File: src/rtl/linear_layer_sequencer.sv
// linear_layer_sequencer: streams feature/weight chunks into an external vector multiplier,
// accumulates one dot product per neuron and emits each neuron result on a ready/valid stream.
module linear_layer_sequencer #(
  parameter int PRECISION = 8,
  parameter int NUM_FEATURES = 4,
  parameter int NUM_CHUNKS = 4,
  parameter int NUM_NEURONS = 8
) (
  input  logic                                  clk,
  input  logic                                  rst_n,
  input  logic                                  start,
  output logic                                  busy,
  output logic                                  done,
  output logic [$clog2(NUM_CHUNKS)-1:0]         feat_addr,
  input  logic [NUM_FEATURES*PRECISION-1:0]     feat_data,
  output logic [$clog2(NUM_NEURONS*NUM_CHUNKS)-1:0] wgt_addr,
  input  logic [NUM_FEATURES*PRECISION-1:0]     wgt_data,
  output logic                                  mul_ce,
  output logic [NUM_FEATURES*PRECISION-1:0]     mul_features,
  output logic [NUM_FEATURES*PRECISION-1:0]     mul_weights,
  input  logic [31:0]                           mul_acc,
  input  logic [31:0]                           mul_ai,
  output logic                                  out_valid,
  input  logic                                  out_ready,
  output logic [31:0]                           out_data,
  output logic [31:0]                           out_ai,
  output logic [$clog2(NUM_NEURONS)-1:0]        out_idx
);
  localparam int CW = $clog2(NUM_CHUNKS);
  localparam int NW = $clog2(NUM_NEURONS);
  localparam int AW = $clog2(NUM_NEURONS*NUM_CHUNKS);
  typedef enum logic [1:0] {IDLE, RUN, DRAIN, OUT} state_t;
  state_t state;
  logic [CW-1:0] c;
  logic [NW-1:0] n;
  logic d, acc_en;
  logic [31:0] acc, ai;
  logic rd;
  assign rd = state == RUN;
  assign feat_addr = rd ? c : '0;
  assign wgt_addr = rd ? AW'(n * NUM_CHUNKS + c) : '0;
  assign mul_features = mul_ce ? feat_data : '0;
  assign mul_weights = mul_ce ? wgt_data : '0;
  assign busy = state != IDLE;
  assign out_valid = state == OUT;
  assign out_data = out_valid ? acc : '0;
  assign out_ai = out_valid ? ai : '0;
  assign out_idx = out_valid ? n : '0;
  // acc_en trails mul_ce by one cycle, matching the multiplier's registered result
  always_ff @(posedge clk or negedge rst_n) begin
    if (!rst_n) begin
      state <= IDLE;
      c <= '0;
      n <= '0;
      d <= 1'b0;
      acc_en <= 1'b0;
      mul_ce <= 1'b0;
      done <= 1'b0;
      acc <= '0;
      ai <= '0;
    end else begin
      mul_ce <= rd;
      acc_en <= mul_ce;
      done <= 1'b0;
      if (acc_en) begin
        acc <= acc + mul_acc;
        ai <= ai + mul_ai;
      end
      case (state)
        IDLE: if (start) begin
          state <= RUN;
          n <= '0;
          c <= '0;
          acc <= '0;
          ai <= '0;
        end
        RUN: begin
          c <= c == CW'(NUM_CHUNKS - 1) ? '0 : c + 1'b1;
          if (c == CW'(NUM_CHUNKS - 1)) state <= DRAIN;
        end
        DRAIN: begin
          d <= ~d;
          if (d) state <= OUT;
        end
        OUT: if (out_ready) begin
          if (n == NW'(NUM_NEURONS - 1)) begin
            state <= IDLE;
            n <= '0;
            done <= 1'b1;
          end else begin
            state <= RUN;
            n <= n + 1'b1;
            c <= '0;
            acc <= '0;
            ai <= '0;
          end
        end
        default: state <= IDLE;
      endcase
    end
  end
endmodule

File: config.mk
export PLATFORM = sky130hd
export DESIGN_NAME = linear_layer_sequencer
export DESIGN_NICKNAME = d
export VERILOG_FILES = /design/src/rtl/linear_layer_sequencer.sv
export SDC_FILE = /design/constraint.sdc
export NUM_CORES = 1
export LEC_CHECK = 0
export BUFFER_PORTS_ARGS = -buffer_cell sky130_fd_sc_hd__buf_2
export CORE_ASPECT_RATIO = 1.1
export CORE_MARGIN = 2
export CORE_UTILIZATION = 35
export CTS_CLUSTER_DIAMETER = 30
export DETAILED_ROUTE_END_ITERATION = 8
export PLACE_DENSITY = 0.66
export RECOVER_POWER = 50
export SYNTH_ARGS = -nofsm -noshare
export SYNTH_HDL_FRONTEND = slang
export SYNTH_SLANG_ARGS = --single-unit
File: constraint.sdc
create_clock -name clk -period 3.9 [get_ports clk]
set_clock_uncertainty 0.2 [all_clocks]
set_input_delay 0.78 -clock clk [delete_from_list [all_inputs] [get_ports clk]]
set_output_delay 0.78 -clock clk [all_outputs]
set_load 0.02 [all_outputs]
# Word-level counts from Yosys, hierarchy flattened
# Index checks and enable logic that the tools add are counted.
dict set report classes {
  addsub 5
  n_eq_ne 10
  mux 35
  bitwise 1
  reduce_logical 7
}
# cell count
set op_table {}
lappend op_table {{$mux W32} 12}
lappend op_table {{$pmux W32 S2} 2}
lappend op_table {{$add A32 B32 Y32} 2}
lappend op_table {{$mux W2} 9}
lappend op_table {{$mux W3} 4}
lappend op_table {{$pmux W2 S4} 1}
lappend op_table {{$reduce_and A4 Y1} 2}
lappend op_table {{$eq A2 B2 Y1 const B} 3}
lappend op_table {{$ne A2 B2 Y1 const B} 3}
lappend op_table {{$pmux W2 S3} 1}
lappend op_table {{$pmux W3 S2} 1}
lappend op_table {{$add A5 B2 Y5} 1}
lappend op_table {{$mux W5} 1}
lappend op_table {{$mux W1} 4}
lappend op_table {{$ne A2 B1 Y1 const B} 2}
lappend op_table {{$reduce_bool A2 Y1} 2}
lappend op_table {{$add A3 B1 Y3 const B} 1}
lappend op_table {{$eq A3 B3 Y1 const B} 1}
lappend op_table {{$reduce_and A3 Y1} 1}
lappend op_table {{$reduce_bool A3 Y1} 1}
lappend op_table {{$add A2 B1 Y2 const B} 1}
lappend op_table {{$eq A2 B1 Y1 const B} 1}
lappend op_table {{$logic_not A2 Y1} 1}
lappend op_table {{$not A1 Y1} 1}
dict set report word_totals {
  register_bits 75
  input_bits 132
  output_inout_bits 142
  word_cells 67
}

# Depth between registers and ports, before layout
dict set report depth {
  depth_word 5
  ltp_mapped 11
  depth_no_buf 11
}

# Worst setup path after synthesis
# OpenSTA, ideal clock, no wires.
dict set report synth_path {
  path_type {input port to flip-flop}
  startpoint {in mul_acc[0]}
  endpoint {reg acc[28]}
  setup_ns 0.135
  arrival_ns 3.281
  required_time_ns 3.565
  slack_ns 0.284
  stages 11
  n_path_buf 0
  cell_sequence {ha_1 > fa_1 > a21o_1 > a311o_1 > a2111oi_4 > a211oi_2 > a2111oi_4 > nor2_2 > a221oi_2 > xnor2_1 > o22ai_1}
}
dict set report synth_via {
  elab_chain_len 5
  word_cells_on_any_way 6
  classes_between {add/sub (1); mux (5)}
}
# element line
set synth_lines {}
lappend synth_lines {{start, declared} 21} ;# input logic [31:0] mul_acc,
lappend synth_lines {{$add A32 B32 Y32 *} 66} ;# acc <= acc + mul_acc;
lappend synth_lines {{$mux W32 *} 65} ;# if (acc_en) begin
lappend synth_lines {{$mux W32} 86} ;# if (n == NW'(NUM_NEURONS - 1)) begin
lappend synth_lines {{$mux W32} 85} ;# OUT: if (out_ready) begin
lappend synth_lines {{$pmux W32 S2 *} 69} ;# case (state)
lappend synth_lines {{end signal, assigned} 66}
lappend synth_lines {{end, declared} 37} ;# logic [31:0] acc, ai;
# Every way passes the cells marked *; elsewhere a longest branch is shown, timed or not.
# A chain may end at the register's enable or synchronous reset.

# Worst setup path in the final report
# Ends and elaborated chain as after synthesis.

==> results.md <==
- Routed length per instance: 15.8 um
- TritonRoute pass-1 iters: 9
- Total global routing overflow: 0
- Core Rows: 54
- CP most frequent cell: a2111oi_4
- Worst-case clock buffer depth: 2
- Cells after Synth: 863
- # diodes: 0
- Final WS setup: 0.346 ns
- R2R cell count: 11
- Comb pwr share: 0.634
- Worst reg2reg setup slack: 0.49 ns
- Post-CTS Setup Bufs: 0
- FF-to-FF Start: acc[0]$_DFF_PN0_
- Max VDD drop: roughly 0.00057 V
- Gr usage total: 0.199
- Starting Density: 0.358
- Crit Path Class: in2reg
- Total number of vias: 7,021
- Largest net degree at the start of global routing: 76
- Clk pin slew, worst setup/hold paths: 0.06 ns
- Post-synth EDFFs: 0
- Final Max Tran Viols: 76
- Antenna violations before repair: 1
- Core area: 19,900 sq um
- Root Buffer: clkbuf_16
- Largest cells by area after synthesis: dfrtp_1, and2_1, ha_1, mux2i_1, xnor2_1
- Share of flip-flops with an asynchronous set or reset: 1.00
- CP peak stage delay: 0.43 ns
- Synth Net Count: between 1k and 1.5k
- Die height: 154 um
- Clk Latency, worst-skew pair: 0.35 ns
- Failing checks: DRC, capacitance limit, slew limit
- Yosys reg bits: 75
- Worst Hold Path EP: d$_DFFE_PN0N_
- Drt drc: 9
- Net Sw Frac: 0.489
- Hold Violations, Final: 0
- Max-cap violations: 1
- Int Power: between 3 and 4 mW
- RSZ-0062 raised after global routing: false
- Die ar.: 21,600 sq um
- Power share of the clock group: 0.154
- Nets: 1,323
- Worst slew margin: -0.337
- Area leader, netlist: dfrtp_1
- Crit path time final: 3.55 ns
- CP Max Fanout: 4
- Final worst path period share: 0.911
- Worst EP arrival: 3.56 ns
- CTS tree: done
- GPL Wtd Cong: roughly 0.83
- Status: finished, violations left
- IO Port Bufs: 273
- Number of fill cells: 2,043
- Layout cell share with drive strength beyond 1: 0.249
- Worst slew pin tran: 2.01 ns
- DIE WIDTH: roughly 140 um
- Syn Area/Cell: 8.27 sq um
- Hold Buf Count CTS: 0
- Drt via density: between 5 and 6
- Startpoint Class: input pin
- CP max-delay cell: a311o_1
- Post_cts resized: 0
- Hold Path Origin: d$_DFFE_PN0N_
- Area share of the largest cell type after synthesis: 0.263
- Global-route wire length before repair: 34,600 um
- CTS H-tree lvls: 3
- Vias in the first global route: roughly 6.7k
- Detailed-placement wirelength estimate: 16,700 um
- Antenna viol nets, final: 0
- Maximum achievable frequency: 281 MHz
- Tot Pwr: roughly 6.0 mW
- Pwr Density: 661 nW/um^2
- Total wire length: around 22,000 um
- Top FF cell, synth: dfrtp_1
- Hold path cells: 1
- TritonCTS Buffers: 9
- DP Worst Slack: -0.0428 ns
- Pleak: 4.73 nW
- Required arrival time at the worst endpoint: about 4 ns
- Most common cell after layout, fill and taps aside: buf_2
- Crit. End Element: register
- I/O pin cnt: 274
- Hold Path Class: reg2reg
- Ys Warns: 0
- Syn-to-layout area delta: 26.8%
- NetSw: just under 3 mW
- Reg2reg end: acc[28]$_DFF_PN0_
- Clk sinks: 75
- Most frequent cells in the layout: buf_2, and2_1, dfrtp_1
- Seq/Total Area, Yosys: 0.263
- Endpoints failing setup: 0
- Unique masters post-synth: 63
- Crit path cell chain: buf_2 -> ha_1 -> fa_1 -> a21o_1 -> a311o_1 -> a2111oi_4 -> a211oi_2 -> a2111oi_4 -> nor2_2 -> a221oi_2 -> xnor2_1 -> o22ai_1
- Post-Syn Area: 7140 sq um
- Seq pwr share: 0.212
- 1st-iter DRT viols: between 300 and 400
-- cells in the mapped netlist, drive strengths merged, types with 4 or more instances --
cell	n
and2	140
dfrtp	75
nor2	72
ha	70
a21oi	62
nand2	49
o21ai	43
xnor2	37
mux2i	35
clkbuf	34
a21o	31
inv	21
nand3	19
nor3	18
xor2	13
a211oi	12
and3	12
o22ai	12
nand4	9
a31oi	8
nand2b	8
o21a	8
buf	7
nor2b	7
o21bai	7
o211ai	6
a22o	4
-- sequential cells by signal, summed over array words and instances (netlist names) --
name / flops
state: 2
acc: 32
acc_en: 1
c: 2
d: 1
ai: 32
n: 3
mul_ce: 1
done: 1
-- final cells by class --
| cell class | instances | area (sq um) | share of cell area |
|---|---|---|---|
| well taps | 252 | 315 | 0.0348 |
| flip-flops and latches | 75 | 1880 | 0.208 |
| inverters | 22 | 82.6 | 0.00912 |
| clock buffers | 9 | 225 | 0.0249 |
| repair buffers | 286 | 1430 | 0.158 |
| clock inverters | 7 | 92.6 | 0.0102 |
| multi-input cells | 725 | 5020 | 0.555 |
-- power by group through the flow --
stage	clock (mW)	combinational, mW	sequential (mW)
5_1_grt	0.972	4.22	1.32
3_5_place_dp	0	3.83	1.28
3_3_place_gp	0	3.78	1.27
4_1_cts	0.954	3.85	1.27
6_report	0.920	3.80	1.27
2_1_floorplan	0	2.86	1.17
-- stage by stage --
stage                util  hold slack (ns)  area, sq um  TNS (ns)  instances
floorplan               -            0.239         7140         0        863
global placement    0.441            0.255         8780  -0.00643       1360
detailed placement  0.441            0.259         8780   -0.0479       1360
CTS                 0.456            0.274         9100         0       1376
global route        0.454            0.295         9050         0       1376
finish              0.454            0.271         9050         0       1376
-- worst max-delay path: cells and delay by family --
kind / cells / cell delay, ns
buf+inv: 1 / 0.10
fa+ha+maj: 2 / 0.59
simple gates: 1 / 0.12
compound gates: 7 / 1.82
xor+xnor: 1 / 0.15
-- worst max-delay path by stage --
| stage | slack (ns) | end | cells past startpoint | from |
|---|---|---|---|---|
| floorplan | 0.28 | acc[28]$_DFF_PN0_ | 11 | mul_acc[0] |
| global placement | -0.006 | acc[28]$_DFF_PN0_ | 12 | mul_acc[0] |
| detailed placement | -0.04 | acc[28]$_DFF_PN0_ | 12 | mul_acc[0] |
| CTS | 0.34 | acc[28]$_DFF_PN0_ | 12 | mul_acc[0] |
| global route | 0.18 | acc[26]$_DFF_PN0_ | 12 | mul_acc[0] |
| finish | 0.35 | acc[28]$_DFF_PN0_ | 12 | mul_acc[0] |
-- cell families (layout without fill, tap and decap cells) --
family	count (synthesis)	in the layout	synth area share
XOR/XNOR	50	50	0.0613
multiplexers	37	37	0.0522
adder cells (fa/ha/maj)	72	72	0.128
AO/OA/AOI/OAI	221	221	0.205
AND/OR/NAND/NOR	345	345	0.255
flip-flops	75	75	0.263
buffers and inverters	63	324	0.0345
-- metal layers --
metal / up-vias / track usage / wire length (um)
li1: 3562 / - / -
met1: 3272 / 0.263 / 9990
met2: 164 / 0.331 / 10400
met3: 21 / 0.0445 / 1140
met4: 2 / 0.0491 / 271
met5: - / 0 / 11
No activity file was read; power rests on OpenSTA's default activity.
